### src/rtl/qsys_block_pkg.sv
// Shared types for the Qsys on-chip RAM arbiter: sequencer states and master indices.
package qsys_block_pkg;

  typedef enum logic {
    CLEAR = 1'b0,
    ARB   = 1'b1
  } state_t;

  localparam logic M0 = 1'b0;
  localparam logic M1 = 1'b1;

endpackage

### src/rtl/qsys_block_onchip_ram_arbiter_if.sv
// Avalon-MM style requester port shared by both masters of the on-chip RAM arbiter.
interface qsys_block_onchip_ram_arbiter_if #(
  parameter int ADDR_W = 11,
  parameter int DATA_W = 32
);
  logic [ADDR_W-1:0]   address;
  logic                read;
  logic                write;
  logic [DATA_W/8-1:0] byteenable;
  logic [DATA_W-1:0]   writedata;
  logic                waitrequest;
  logic [DATA_W-1:0]   readdata;
  logic                readdatavalid;

  modport master (
    output address, read, write, byteenable, writedata,
    input  waitrequest, readdata, readdatavalid
  );

  modport slave (
    input  address, read, write, byteenable, writedata,
    output waitrequest, readdata, readdatavalid
  );
endinterface

### src/rtl/qsys_block_onchip_ram_arbiter.sv
// Round-robin arbiter for two masters sharing the single-port on-chip RAM,
// with a zero-fill sequencer that runs after reset or on clear_req.
module qsys_block_onchip_ram_arbiter
  import qsys_block_pkg::*;
#(
  parameter int ADDR_W         = 11,
  parameter int DATA_W         = 32,
  parameter int DEPTH          = 2048,
  parameter bit CLEAR_ON_RESET = 1'b1
) (
  input  logic                clk,
  input  logic                reset_n,
  qsys_block_onchip_ram_arbiter_if.slave m0,
  qsys_block_onchip_ram_arbiter_if.slave m1,
  output logic [ADDR_W-1:0]   ram_address,
  output logic                ram_chipselect,
  output logic                ram_write,
  output logic [DATA_W/8-1:0] ram_byteenable,
  output logic [DATA_W-1:0]   ram_writedata,
  input  logic [DATA_W-1:0]   ram_readdata,
  input  logic                clear_req,
  output logic                busy,
  output logic                clear_done
);

  localparam state_t            RESET_STATE = CLEAR_ON_RESET ? CLEAR : ARB;
  localparam logic [ADDR_W-1:0] LAST_ADDR   = ADDR_W'(DEPTH - 1);

  state_t            r_state, w_nextState;
  logic [ADDR_W-1:0] r_count, w_nextCount;
  logic              r_lastGrant, w_nextLastGrant;
  logic              r_rdValid, w_nextRdValid;
  logic              r_rdOwner, w_nextRdOwner;
  logic              w_req0, w_req1, w_grant0, w_grant1;
  logic              w_cs, w_we, w_clearDone;

  always_ff @(posedge clk or negedge reset_n) begin
    if (!reset_n) begin
      r_state     <= RESET_STATE;
      r_count     <= '0;
      r_lastGrant <= M1;
      r_rdValid   <= 1'b0;
      r_rdOwner   <= M0;
    end else begin
      r_state     <= w_nextState;
      r_count     <= w_nextCount;
      r_lastGrant <= w_nextLastGrant;
      r_rdValid   <= w_nextRdValid;
      r_rdOwner   <= w_nextRdOwner;
    end
  end

  // On a tie the master that did not win last time gets the port.
  always_comb begin
    w_req0   = m0.read | m0.write;
    w_req1   = m1.read | m1.write;
    w_grant0 = (r_state == ARB) && w_req0 && (!w_req1 || (r_lastGrant == M1));
    w_grant1 = (r_state == ARB) && w_req1 && !w_grant0;
  end

  always_comb begin
    w_nextState     = r_state;
    w_nextCount     = r_count;
    w_nextLastGrant = r_lastGrant;
    w_nextRdValid   = 1'b0;
    w_nextRdOwner   = r_rdOwner;
    w_cs            = 1'b0;
    w_we            = 1'b0;
    w_clearDone     = 1'b0;
    busy            = 1'b0;
    ram_address     = '0;
    ram_byteenable  = '0;
    ram_writedata   = '0;
    m0.waitrequest  = 1'b1;
    m1.waitrequest  = 1'b1;

    case (r_state)
      CLEAR: begin
        busy           = 1'b1;
        w_cs           = 1'b1;
        w_we           = 1'b1;
        ram_address    = r_count;
        ram_byteenable = '1;
        if (r_count == LAST_ADDR) begin
          w_clearDone = 1'b1;
          w_nextCount = '0;
          w_nextState = ARB;
        end else begin
          w_nextCount = r_count + 1'b1;
        end
      end

      ARB: begin
        if (w_grant0) begin
          m0.waitrequest  = 1'b0;
          w_cs            = 1'b1;
          w_we            = m0.write;
          ram_address     = m0.address;
          ram_byteenable  = m0.byteenable;
          ram_writedata   = m0.writedata;
          w_nextLastGrant = M0;
          w_nextRdValid   = m0.read;
          w_nextRdOwner   = M0;
        end else if (w_grant1) begin
          m1.waitrequest  = 1'b0;
          w_cs            = 1'b1;
          w_we            = m1.write;
          ram_address     = m1.address;
          ram_byteenable  = m1.byteenable;
          ram_writedata   = m1.writedata;
          w_nextLastGrant = M1;
          w_nextRdValid   = m1.read;
          w_nextRdOwner   = M1;
        end
        // The grant above still completes; the zero-fill begins next cycle.
        if (clear_req) begin
          w_nextState = CLEAR;
          w_nextCount = '0;
        end
      end

      default: w_nextState = RESET_STATE;
    endcase
  end

  // Strobes are forced low while reset is held so the RAM is never touched.
  assign ram_chipselect = w_cs & reset_n;
  assign ram_write      = w_we & reset_n;
  assign clear_done     = w_clearDone & reset_n;

  assign m0.readdata      = ram_readdata;
  assign m1.readdata      = ram_readdata;
  assign m0.readdatavalid = r_rdValid && (r_rdOwner == M0);
  assign m1.readdatavalid = r_rdValid && (r_rdOwner == M1);

endmodule

### src/flat_wrapper.sv
// flat-port wrapper written by rule: the top's interface ports become plain ports
module qsys_block_onchip_ram_arbiter_flat import qsys_block_pkg::*;
#(
  parameter int ADDR_W         = 11,
  parameter int DATA_W         = 32,
  parameter int DEPTH          = 2048,
  parameter bit CLEAR_ON_RESET = 1'b1
)
  (clk, reset_n, ram_address, ram_chipselect, ram_write, ram_byteenable, ram_writedata, ram_readdata, clear_req, busy, clear_done, m0_address, m0_read, m0_write, m0_byteenable, m0_writedata, m0_waitrequest, m0_readdata, m0_readdatavalid, m1_address, m1_read, m1_write, m1_byteenable, m1_writedata, m1_waitrequest, m1_readdata, m1_readdatavalid);
  qsys_block_onchip_ram_arbiter_if #(.ADDR_W(ADDR_W), .DATA_W(DATA_W)) m0_i ();
  qsys_block_onchip_ram_arbiter_if #(.ADDR_W(ADDR_W), .DATA_W(DATA_W)) m1_i ();
  input  logic clk;
  input  logic reset_n;
  output logic [ADDR_W-1:0] ram_address;
  output logic ram_chipselect;
  output logic ram_write;
  output logic [DATA_W/8-1:0] ram_byteenable;
  output logic [DATA_W-1:0] ram_writedata;
  input  logic [DATA_W-1:0] ram_readdata;
  input  logic clear_req;
  output logic busy;
  output logic clear_done;
  input wire logic [$bits(m0_i.address)-1:0] m0_address;
  input wire logic [$bits(m0_i.read)-1:0] m0_read;
  input wire logic [$bits(m0_i.write)-1:0] m0_write;
  input wire logic [$bits(m0_i.byteenable)-1:0] m0_byteenable;
  input wire logic [$bits(m0_i.writedata)-1:0] m0_writedata;
  output wire logic [$bits(m0_i.waitrequest)-1:0] m0_waitrequest;
  output wire logic [$bits(m0_i.readdata)-1:0] m0_readdata;
  output wire logic [$bits(m0_i.readdatavalid)-1:0] m0_readdatavalid;
  input wire logic [$bits(m1_i.address)-1:0] m1_address;
  input wire logic [$bits(m1_i.read)-1:0] m1_read;
  input wire logic [$bits(m1_i.write)-1:0] m1_write;
  input wire logic [$bits(m1_i.byteenable)-1:0] m1_byteenable;
  input wire logic [$bits(m1_i.writedata)-1:0] m1_writedata;
  output wire logic [$bits(m1_i.waitrequest)-1:0] m1_waitrequest;
  output wire logic [$bits(m1_i.readdata)-1:0] m1_readdata;
  output wire logic [$bits(m1_i.readdatavalid)-1:0] m1_readdatavalid;
  assign m0_i.address = m0_address;
  assign m0_i.read = m0_read;
  assign m0_i.write = m0_write;
  assign m0_i.byteenable = m0_byteenable;
  assign m0_i.writedata = m0_writedata;
  assign m0_waitrequest = m0_i.waitrequest;
  assign m0_readdata = m0_i.readdata;
  assign m0_readdatavalid = m0_i.readdatavalid;
  assign m1_i.address = m1_address;
  assign m1_i.read = m1_read;
  assign m1_i.write = m1_write;
  assign m1_i.byteenable = m1_byteenable;
  assign m1_i.writedata = m1_writedata;
  assign m1_waitrequest = m1_i.waitrequest;
  assign m1_readdata = m1_i.readdata;
  assign m1_readdatavalid = m1_i.readdatavalid;
  qsys_block_onchip_ram_arbiter #(.ADDR_W(ADDR_W), .DATA_W(DATA_W), .DEPTH(DEPTH), .CLEAR_ON_RESET(CLEAR_ON_RESET)) u_core (.clk(clk), .reset_n(reset_n), .m0(m0_i), .m1(m1_i), .ram_address(ram_address), .ram_chipselect(ram_chipselect), .ram_write(ram_write), .ram_byteenable(ram_byteenable), .ram_writedata(ram_writedata), .ram_readdata(ram_readdata), .clear_req(clear_req), .busy(busy), .clear_done(clear_done));
endmodule
### config.mk
export PLATFORM = sky130hd
export DESIGN_NAME = qsys_block_onchip_ram_arbiter_flat
export DESIGN_NICKNAME = d
export VERILOG_FILES = /design/src/rtl/qsys_block_pkg.sv /design/src/rtl/qsys_block_onchip_ram_arbiter_if.sv /design/src/rtl/qsys_block_onchip_ram_arbiter.sv /design/src/flat_wrapper.sv
export SDC_FILE = /design/constraint.sdc
export NUM_CORES = 1
export LEC_CHECK = 0
export ABC_AREA = 1
export ABC_CLOCK_PERIOD_IN_PS = 4400
export CAP_MARGIN = 15
export CELL_PAD_IN_SITES_DETAIL_PLACEMENT = 1
export CELL_PAD_IN_SITES_GLOBAL_PLACEMENT = 2
export CORE_UTILIZATION = 12
export DETAILED_ROUTE_END_ITERATION = 16
export PLACE_DENSITY = 0.95
export SYNTH_ARGS = -nofsm -noshare
export SYNTH_HDL_FRONTEND = slang
export SYNTH_SLANG_ARGS = --single-unit
### constraint.sdc
create_clock -name clk -period 4.4 [get_ports clk]
set_input_delay 0.88 -clock clk [delete_from_list [all_inputs] [get_ports clk]]
set_output_delay 0.88 -clock clk [all_outputs]
set_load 0.005 [all_outputs]
## Yosys cells after proc, flatten, opt, wreduce, memory -nomap -nowiden

Cells that the tools add are included.

| storage, ports and cells | value |
|---|---|
| word-level logic and storage cells | 59 |
| bits of input ports | 133 |
| register bits | 15 |
| output and inout port bits | 119 |

| operators by class | value |
|---|---|
| reduce and logical (&&, ||, !) cells | 11 |
| $add $sub $neg | 1 |
| muxes and demuxes | 33 |
| bitwise operators | 7 |
| eq/ne operators | 2 |

Operators with widths:

| operator | number |
|---|---|
| two-way mux 32 bit | 3 |
| two-way mux 11 bit | 4 |
| one-hot mux 11 bit (2 select lines) | 2 |
| two-way mux 1 bit | 18 |
| adder 11 x 1 -> 11 bit, second input constant | 1 |
| == test 11 bit, second input constant | 1 |
| two-way mux 4 bit | 2 |
| one-hot mux 4 bit (2 select lines) | 1 |
| logical AND 1 bit | 6 |
| one-hot mux 1 bit (2 select lines) | 3 |
| AND 1 bit | 3 |
| zero test 1 bit | 2 |
| != test 2 bit, second input constant | 1 |
| NOT 1 bit | 2 |
| OR 1 bit | 2 |
| AND reduction 2 bit | 1 |
| nonzero test 2 bit | 1 |
| logical OR 1 bit | 1 |

## Longest topological paths before layout

Gate-level depths: netlist (run 1).

| logic depth | value |
|---|---|
| word-level depth | 10 |
| depth in mapped cells | 8 |
| mapped depth without buffers | 8 |

## Worst setup path after synthesis (run 1)

OpenSTA, ideal clock, no wires.

| path | value |
|---|---|
| kind | in2out |
| from | input m1_write |
| to | output ram_writedata[10] |
| required time | 3.520 ns |
| cell stages on the path | 7 |
| path buffers | 2 |
| path slack | 1.890 ns |
| arrival | 1.630 ns |
| cell sequence | o21ai_1 > nand2_2 > inv_2 > buf_6 > buf_6 > nand2_1 > nand2_1 |

| between the ends | value |
|---|---|
| cells in the longest elaborated chain, start to end | 9 |

RTL lines:

| what | RTL line | RTL |
|---|---|---|
| from (decl) | flat_wrapper.sv:33 | `input wire logic [$bits(m1_i.write)-1:0] m1_write;` |
| OR 1 bit (*) | qsys_block_onchip_ram_arbiter.sv:56 | `w_req1 = m1.read \| m1.write;` |
| zero test 1 bit | qsys_block_onchip_ram_arbiter.sv:57 | `w_grant0 = (r_state == ARB) && w_req0 && (!w_req1 \|\| (r_lastGrant == M1));` |
| logical OR 1 bit | qsys_block_onchip_ram_arbiter.sv:57 |  |
| logical AND 1 bit | qsys_block_onchip_ram_arbiter.sv:57 |  |
| zero test 1 bit | qsys_block_onchip_ram_arbiter.sv:58 | `w_grant1 = (r_state == ARB) && w_req1 && !w_grant0;` |
| logical AND 1 bit | qsys_block_onchip_ram_arbiter.sv:58 |  |
| two-way mux 32 bit | qsys_block_onchip_ram_arbiter.sv:104 | `end else if (w_grant1) begin` |
| two-way mux 32 bit (*) | qsys_block_onchip_ram_arbiter.sv:94 | `if (w_grant0) begin` |
| two-way mux 32 bit (*) | qsys_block_onchip_ram_arbiter.sv:77 | `case (r_state)` |
| to (decl) | flat_wrapper.sv:18 | `output logic [DATA_W-1:0] ram_writedata;` |

Every way passes the cells marked *; elsewhere a longest branch is shown, timed or not.

## Worst setup path in the final report (run 1)

| path | value |
|---|---|
| from | input m1_write |
| to | output ram_writedata[17] |

The elaborated chain is that of the path after synthesis.

==> impl_results.html, run 1 <==
<table>
<tr><th>Metric</th><th>Value</th></tr>
<tr><th colspan="2">Status</th></tr>
<tr><td>Status</td><td>completed</td></tr>
<tr><th colspan="2">Yosys</th></tr>
<tr><td>Top cells by area, synth</td><td>buf_4 (24%), nand2_1 (23%), dfrtp_1 (17%)</td></tr>
<tr><td>Gate count after technology mapping</td><td>about 350</td></tr>
<tr><td>Synth Warn #</td><td>0</td></tr>
<tr><td>Number of distinct standard cells referenced by the synthesized netlist</td><td>26</td></tr>
<tr><td>Cell area after synthesis</td><td>about 0.0021 mm²</td></tr>
<tr><td>Part of the Yosys area used for sequential elements</td><td>between 10% and 20%</td></tr>
<tr><td>Area share of the largest cell type after synthesis</td><td>23.7%</td></tr>
<tr><td>Post-Syn Nets</td><td>488</td></tr>
<tr><td>Library cell with the largest summed area after synthesis</td><td>buf_4</td></tr>
<tr><td>Register bit total from synthesis</td><td>15</td></tr>
<tr><td>Avg Inst Size Synth</td><td>5.90 µm²</td></tr>
<tr><th colspan="2">Power and ir drop</th></tr>
<tr><td>Clock network fraction of total power</td><td>23.7%</td></tr>
<tr><td>Sequential cell fraction of total power</td><td>32.2%</td></tr>
<tr><td>Share of total power in combinational logic</td><td>44.1%</td></tr>
<tr><td>Switching power total</td><td>0.256 mW</td></tr>
<tr><td>Internal power</td><td>0.518 mW</td></tr>
<tr><td>Worst supply voltage drop on vdd</td><td>0.115 mV</td></tr>
<tr><td>Pwr Density</td><td>223 mW/mm²</td></tr>
<tr><td>Static leakage</td><td>between 1 and 1.5 nW</td></tr>
<tr><td>Switching Fraction</td><td>between 30 and 40%</td></tr>
<tr><th colspan="2">Clocking</th></tr>
<tr><td>CTS tree</td><td>done</td></tr>
<tr><td>Clock-pin slew on the worst setup and hold paths</td><td>approximately 50 ps</td></tr>
<tr><td>Post-CTS Hold Buffers</td><td>0</td></tr>
<tr><td>Post-cts repair resize count</td><td>0</td></tr>
<tr><td>Total setup buffers inserted after CTS</td><td>0</td></tr>
<tr><td>Clock sink total</td><td>15</td></tr>
<tr><td>Max Root-Sink Buffers</td><td>2</td></tr>
<tr><td>Clk Tree Root Cell</td><td>clkbuf_16</td></tr>
<tr><td>Num CTS Buffers</td><td>3</td></tr>
<tr><td>Maximum level of the CTS H-tree</td><td>1</td></tr>
<tr><td>Clock latency reported for the late side of the worst-skew pair</td><td>between 200 and 300 ps</td></tr>
<tr><th colspan="2">Finish</th></tr>
<tr><td>Count of inserted antenna diode cells</td><td>0</td></tr>
<tr><td>Signed area change from the synthesized netlist to the final layout</td><td>66.1%</td></tr>
<tr><td>Commonest cells after routing, fill and taps aside</td><td>clkdlybuf4s50_1 (155), nand2_1 (129), nand3_1 (70)</td></tr>
<tr><td>Area occupied by registers</td><td>377 µm²</td></tr>
<tr><td>Ratio of cells with drive above 1 in the final layout</td><td>3.66%</td></tr>
<tr><td>Combined area of the multi-input logic cells</td><td>around 0.0011 mm²</td></tr>
<tr><td>Number of nets in the final layout</td><td>roughly 570</td></tr>
<tr><td>Total of fill cells in the finished design</td><td>about 2100</td></tr>
<tr><td>Most frequent standard cell in the layout excluding fill and tap cells</td><td>clkdlybuf4s50_1</td></tr>
<tr><td>Fin cells</td><td>657</td></tr>
<tr><th colspan="2">Critical path</th></tr>
<tr><td>Biggest fanout along the worst timing path</td><td>39</td></tr>
<tr><td>Critical Path Sink Type</td><td>output port</td></tr>
<tr><td>RR Endpoint</td><td>u_core.r_count[5]</td></tr>
<tr><td>Critical path capture point</td><td>ram_writedata[17]</td></tr>
<tr><td>Critical path class</td><td>in2out</td></tr>
<tr><td>Worst r2r src</td><td>u_core.r_count[0]</td></tr>
<tr><td>Depth of the worst register-to-register path</td><td>8</td></tr>
<tr><td>CP startpoint</td><td>m1_write</td></tr>
<tr><td>Launching element type of the critical path</td><td>input port</td></tr>
<tr><td>Data required time at the worst endpoint</td><td>3520 ps</td></tr>
<tr><td>R2R Setup Slk</td><td>2640 ps</td></tr>
<tr><td>CP arrival</td><td>2840 ps</td></tr>
<tr><th colspan="2">STA</th></tr>
<tr><td>Final max-slew violation count</td><td>0</td></tr>
<tr><td>Final critical-path share of the clock period</td><td>a little over four fifths</td></tr>
<tr><td>Highest Clock Rate</td><td>between 200 and 300 MHz</td></tr>
<tr><td>Setup Skew</td><td>0.375 ps</td></tr>
<tr><td>Final critical delay including setup and external delays</td><td>3720 ps</td></tr>
<tr><td>Final hold vios</td><td>0</td></tr>
<tr><td>Hold WS</td><td>516 ps</td></tr>
<tr><td>Transition at the pin with the smallest max-transition slack</td><td>~440 ps</td></tr>
<tr><td>RSZ-0062 raised after global routing</td><td>no</td></tr>
<tr><td>TNS Setup</td><td>0 ps</td></tr>
<tr><td>Number of setup violations in the final report</td><td>0</td></tr>
<tr><td>Max transition margin</td><td>70.7%</td></tr>
<tr><th colspan="2">Placement</th></tr>
<tr><td>Number of port buffers</td><td>155</td></tr>
<tr><td>Global placement routability congestion</td><td>0.750</td></tr>
<tr><td>Post-Place Cells</td><td>653</td></tr>
<tr><td>HPWL after detailed placement</td><td>7060 µm</td></tr>
<tr><th colspan="2">Route</th></tr>
<tr><td>Vias per cell</td><td>between 3 and 4</td></tr>
<tr><td>DRC Markers</td><td>0</td></tr>
<tr><td>Routed length per instance</td><td>13.2 µm</td></tr>
<tr><td>Antenna viol nets, final</td><td>0</td></tr>
<tr><td>DRT iter0 DRCs</td><td>80</td></tr>
<tr><td>Detailed-router iteration count before antenna repair</td><td>4</td></tr>
<tr><td>Routed vias</td><td>2520</td></tr>
<tr><td>Detailed Route WL</td><td>8700 µm</td></tr>
<tr><th colspan="2">Global routing</th></tr>
<tr><td>Overall track demand over capacity in global routing</td><td>9.27%</td></tr>
<tr><td>Vias in the first global route</td><td>2632</td></tr>
<tr><td>First-pass GRT wire length</td><td>13400 µm</td></tr>
<tr><td>Largest net degree at the start of global routing</td><td>40</td></tr>
<tr><td>Grt total ovfl</td><td>0</td></tr>
<tr><td>Antenna violations before repair</td><td>0</td></tr>
<tr><th colspan="2">Die</th></tr>
<tr><td>Area enclosed by the die boundary</td><td>0.0179 mm²</td></tr>
<tr><td>Effective utilization at floorplan</td><td>12.5%</td></tr>
<tr><td>Placeable core region</td><td>0.0168 mm²</td></tr>
<tr><td>FP Rows</td><td>47</td></tr>
<tr><td>Io pins</td><td>252</td></tr>
<tr><td>Die Y-Extent</td><td>134 µm</td></tr>
<tr><td>Overall die width</td><td>134 µm</td></tr>
<tr><th colspan="2">Worst hold path</th></tr>
<tr><td>Type of the tightest min-delay check</td><td>reg2reg</td></tr>
<tr><td>Cell depth of the worst hold path</td><td>1</td></tr>
<tr><th colspan="2">Flow run</th></tr>
<tr><td>Max capacitance violation total</td><td>0</td></tr>
</table>
[power by group through the flow]
stage                     registers (mW)  logic [mW]  clock network (mW)
after floorplan                    0.220       0.201                   0
after global placement             0.250       0.340                   0
after detailed placement           0.252       0.346                   0
after CTS                          0.250       0.350               0.187
after global routing               0.258       0.384               0.190
final                              0.249       0.341               0.184
[layer usage]
| layer | track usage, % | up-vias | wire (µm) |
|---|---|---|---|
| met1 | 9.75 | 1147 | 3200 |
| met2 | 17.6 | 119 | 4470 |
| met3 | 2.61 | 23 | 837 |
| met5 | 0 | - | 0 |
| li1 | - | 1231 | - |
| met4 | 2.97 | 0 | 184 |
[metrics by stage]
step	area [µm²]	worst slack [ps]	total power [mW]	utilization [%]
after floorplan	2090	1890	0.422	-
after global placement	3390	707	0.590	20.2
after detailed placement	3390	663	0.598	20.2
after CTS	3470	664	0.787	20.7
after global routing	3470	526	0.833	20.7
final	3470	675	0.774	20.7
[final cells by class]
class | instances | share of cell area, %
Inverter | 16 | 1.73
Multi-Input combinational cell | 240 | 30.6
Timing Repair Buffer | 162 | 46.6
Tap cell | 220 | 7.94
Sequential cell | 15 | 10.9
Clock buffer | 4 | 2.27
[critical path, cell delays in order]
cell	delay, ps
clkdlybuf4s50_1	450
o21ai_1	270
nand2_2	120
inv_2	190
buf_12	240
nand2_1	70
nand2_1	100
clkdlybuf4s50_1	510
[flip-flops by register name, summed over array words and instances, names as in the netlist]
signal	cells
u_core.r_count	11
u_core.r_lastGrant	1
u_core.r_rdOwner	1
u_core.r_rdValid	1
u_core.r_state	1
[worst min path at each step]
stage / startpoint / endpoint / slack [ps]
5_1_grt: u_core.r_rdOwner / u_core.r_rdOwner / 550
6_report: u_core.r_rdOwner / u_core.r_rdOwner / 520
4_1_cts: u_core.r_lastGrant / u_core.r_lastGrant / 520
3_5_place_dp: u_core.r_lastGrant / u_core.r_lastGrant / 510
2_1_floorplan: u_core.r_lastGrant / u_core.r_lastGrant / 470
3_3_place_gp: u_core.r_count[10] / u_core.r_count[10] / 490
[kinds of logic after synthesis]
kind of cell	Yosys count	share of synthesized area, %
AND/OR/NAND/NOR	217	43.9
buffers and inverters	99	31.4
AO/OA/AOI/OAI	20	5.22
flip-flops	15	18.0
XOR/XNOR	2	0.839
adder cells (fa/ha/maj)	1	0.599
[synth_stat cells, drive strengths merged]
| cell type | count |
|---|---|
| clkbuf | 7 |
| nor3 | 1 |
| xor2 | 1 |
| nand3 | 70 |
| o21a | 1 |
| a22oi | 1 |
| a21oi | 4 |
| inv | 16 |
| xnor2 | 1 |
| dfrtp | 14 |
| nor2 | 14 |
| buf | 76 |
| a21boi | 1 |
| o21ai | 12 |
| ha | 1 |
| o22ai | 1 |
| nand4 | 2 |
| dfstp | 1 |
| nand2 | 130 |
(Power assumes the default switching activity.)
==> run 2, diff against run 1 <==
Settings changed: ABC_CLOCK_PERIOD_IN_PS 4400 to 3400, CORE_UTILIZATION 12 to 10, PLACE_DENSITY 0.95 to 0.88.
Clock period 4.4 ns to 3.4 ns, I/O delays scaled along.
==> impl_results.html, run 2 (same netlist as run 1, synthesis figures left out) <==
<table>
<tr><th>Metric</th><th>Value</th></tr>
<tr><th colspan="2">Status</th></tr>
<tr><td>Status</td><td>completed</td></tr>
<tr><th colspan="2">Route</th></tr>
<tr><td>Vias per cell</td><td>3.53</td></tr>
<tr><td>Antenna viol nets, final</td><td>0</td></tr>
<tr><td>Top metal layer carrying routed signals</td><td>met4</td></tr>
<tr><td>Total met3 wirelength after detailed routing</td><td>684 µm</td></tr>
<tr><td>Routed vias</td><td>2500</td></tr>
<tr><td>Detailed-router iteration count before antenna repair</td><td>4</td></tr>
<tr><td>Detailed Route WL</td><td>approximately 8900 µm</td></tr>
<tr><td>DRT iter0 DRCs</td><td>61</td></tr>
<tr><td>Met1 wire length</td><td>3610 µm</td></tr>
<tr><td>DRC Markers</td><td>0</td></tr>
<tr><td>Routed length per instance</td><td>12.6 µm</td></tr>
<tr><td>Met2 Routed Length</td><td>4360 µm</td></tr>
<tr><th colspan="2">Finish</th></tr>
<tr><td>Ratio of cells with drive above 1 in the final layout</td><td>4.11%</td></tr>
<tr><td>Most frequent standard cell in the layout excluding fill and tap cells</td><td>clkdlybuf4s50_1</td></tr>
<tr><td>Flip-flop count of the largest register, all copies and words added</td><td>11</td></tr>
<tr><td>Number of nets in the final layout</td><td>between 500 and 600</td></tr>
<tr><td>Signed area change from the synthesized netlist to the final layout</td><td>70.7%</td></tr>
<tr><td>Count of inserted antenna diode cells</td><td>0</td></tr>
<tr><td>Fin cells</td><td>708</td></tr>
<tr><td>Top register by number of flip-flops</td><td>u_core.r_count</td></tr>
<tr><td>Commonest cells after routing, fill and taps aside</td><td>clkdlybuf4s50_1 (155), nand2_1 (129), nand3_1 (70)</td></tr>
<tr><td>Non-Filler Cell Area, Final</td><td>0.00356 mm²</td></tr>
<tr><td>Utilization of the core after routing</td><td>17.5%</td></tr>
<tr><th colspan="2">STA</th></tr>
<tr><td>RSZ-0062 raised after global routing</td><td>no</td></tr>
<tr><td>Final critical delay including setup and external delays</td><td>3180 ps</td></tr>
<tr><td>Transition at the pin with the smallest max-transition slack</td><td>432 ps</td></tr>
<tr><td>Max transition margin</td><td>71.2%</td></tr>
<tr><td>Number of setup violations in the final report</td><td>0</td></tr>
<tr><td>Highest Clock Rate</td><td>314 MHz</td></tr>
<tr><td>Final hold vios</td><td>0</td></tr>
<tr><td>Final max-slew violation count</td><td>0</td></tr>
<tr><td>TNS Setup</td><td>0 ps</td></tr>
<tr><td>Setup Skew</td><td>2.46 ps</td></tr>
<tr><td>Final critical-path share of the clock period</td><td>93.5%</td></tr>
<tr><th colspan="2">Worst hold path</th></tr>
<tr><td>HP Start</td><td>u_core.r_rdOwner</td></tr>
<tr><td>Type of the tightest min-delay check</td><td>reg2reg</td></tr>
<tr><th colspan="2">Clocking</th></tr>
<tr><td>Post-cts repair resize count</td><td>0</td></tr>
<tr><td>CTS tree</td><td>done</td></tr>
<tr><td>Num CTS Buffers</td><td>3</td></tr>
<tr><td>Total setup buffers inserted after CTS</td><td>0</td></tr>
<tr><td>Clk Tree Root Cell</td><td>clkbuf_16</td></tr>
<tr><td>Clock sink total</td><td>15</td></tr>
<tr><td>Post-CTS Hold Buffers</td><td>0</td></tr>
<tr><td>Maximum level of the CTS H-tree</td><td>1</td></tr>
<tr><td>Max Root-Sink Buffers</td><td>2</td></tr>
<tr><td>Clock latency reported for the late side of the worst-skew pair</td><td>250 ps</td></tr>
<tr><td>Clock-pin slew on the worst setup and hold paths</td><td>around 50 ps</td></tr>
<tr><th colspan="2">Placement</th></tr>
<tr><td>Placed cell areas</td><td>0.00348 mm²</td></tr>
<tr><td>HPWL after detailed placement</td><td>7090 µm</td></tr>
<tr><td>Post-Place Cells</td><td>704</td></tr>
<tr><td>Global placement routability congestion</td><td>0.730</td></tr>
<tr><td>Number of port buffers</td><td>about 160</td></tr>
<tr><th colspan="2">Die</th></tr>
<tr><td>Area enclosed by the die boundary</td><td>about 0.021 mm²</td></tr>
<tr><td>Io pins</td><td>~250</td></tr>
<tr><td>Effective utilization at floorplan</td><td>around a tenth</td></tr>
<tr><td>Die Y-Extent</td><td>146 µm</td></tr>
<tr><td>FP Rows</td><td>52</td></tr>
<tr><td>Placeable core region</td><td>between 0.02 and 0.025 mm²</td></tr>
<tr><td>Overall die width</td><td>146 µm</td></tr>
<tr><th colspan="2">Critical path</th></tr>
<tr><td>Cells along the critical path</td><td>clkdlybuf4s50_1 -&gt; o21ai_1 -&gt; nand2_2 -&gt; inv_2 -&gt; buf_12 -&gt; nand2_1 -&gt; nand3_1 -&gt; clkdlybuf4s50_1</td></tr>
<tr><td>Largest stage delay on the critical path</td><td>520 ps</td></tr>
<tr><td>CP startpoint</td><td>m1_write</td></tr>
<tr><td>Cell with the most instances on the worst path</td><td>clkdlybuf4s50_1</td></tr>
<tr><td>Buffering stage count on the worst path with inverters included</td><td>4</td></tr>
<tr><td>Kind of cell adding the most delay to the critical path</td><td>buffers and inverters</td></tr>
<tr><td>Biggest fanout along the worst timing path</td><td>35</td></tr>
<tr><td>CP arrival</td><td>2500 ps</td></tr>
<tr><td>Critical path class</td><td>in2out</td></tr>
<tr><td>Data required time at the worst endpoint</td><td>2720 ps</td></tr>
<tr><td>Critical Path Sink Type</td><td>output port</td></tr>
<tr><td>CP max-delay cell</td><td>clkdlybuf4s50_1</td></tr>
<tr><td>Launching element type of the critical path</td><td>input port</td></tr>
<tr><td>Worst r2r src</td><td>u_core.r_state</td></tr>
<tr><th colspan="2">Power and ir drop</th></tr>
<tr><td>Pwr Density</td><td>283 mW/mm²</td></tr>
<tr><td>Worst supply voltage drop on vdd</td><td>0.179 mV</td></tr>
<tr><td>Static leakage</td><td>1.47 nW</td></tr>
<tr><th colspan="2">Global routing</th></tr>
<tr><td>First-pass GRT wire length</td><td>around 14000 µm</td></tr>
<tr><td>Grt total ovfl</td><td>0</td></tr>
<tr><td>Vias in the first global route</td><td>2507</td></tr>
<tr><td>Largest net degree at the start of global routing</td><td>42</td></tr>
<tr><td>Overall track demand over capacity in global routing</td><td>about 8.0%</td></tr>
<tr><td>Antenna violations before repair</td><td>0</td></tr>
<tr><th colspan="2">Flow run</th></tr>
<tr><td>Max capacitance violation total</td><td>0</td></tr>
</table>
run 2: layout make-up:
cell class | count | area [µm²]
clock inverter | 1 | 5.00
multi-input combinational | 240 | 1060
sequential | 15 | 377
clock buffer | 3 | 75.1
inverter | 16 | 60.1
timing repair buffer | 163 | 1650
tap | 270 | 338
fill | 2504 | 16800
run 2: routing by layer:
| layer | GRT usage, % | vias up |
|---|---|---|
| met1 | 9.00 | 1128 |
| met5 | 0 | - |
| li1 | - | 1234 |
| met4 | 3.07 | 0 |
| met2 | 14.5 | 112 |
| met3 | 2.13 | 26 |
run 2: path summary, 6_finish.rpt:
kind / cells past startpoint / endpoint / slack, ps
max in group asynchronous: 2 / u_core.r_lastGrant / 2350
hold / removal: 1 / u_core.r_rdOwner / 520
hold reg to reg: 1 / u_core.r_rdOwner / 520
min in group asynchronous: 2 / u_core.r_count[9] / 790
setup reg to reg: 5 / u_core.r_count[4] / 1620
setup / recovery: 8 / ram_address[8] / 220
run 2: power by group:
group          internal (mW)  total, mW  switching, mW
Combinational          0.274      0.445          0.171
Sequential             0.235      0.325         0.0900
Clock                  0.157      0.237         0.0797
run 2: worst reg2reg max path, cell delays in order, from the launching register on:
cell	delay, ps
dfrtp_1	560
inv_2	130
buf_4	240
nor2_2	370
inv_1	160
o21ai_0	230
run 2: per-stage QoR:
step / total power [mW] / hold slack (ps) / worst slack, ps
detailed placement: 0.777 / 506 / 192
CTS: 1.02 / 519 / 198
global placement: 0.769 / 492 / 256
global route: 1.07 / 543 / 57.1
floorplan: 0.545 / 384 / 1290
finish: 1.01 / 519 / 220
==> run 3, diff against run 2 <==
Settings changed: ABC_CLOCK_PERIOD_IN_PS 3400 to not set.
==> results of run 3 <==
The final DEF is identical to that of run 2; final timing and power are the same.
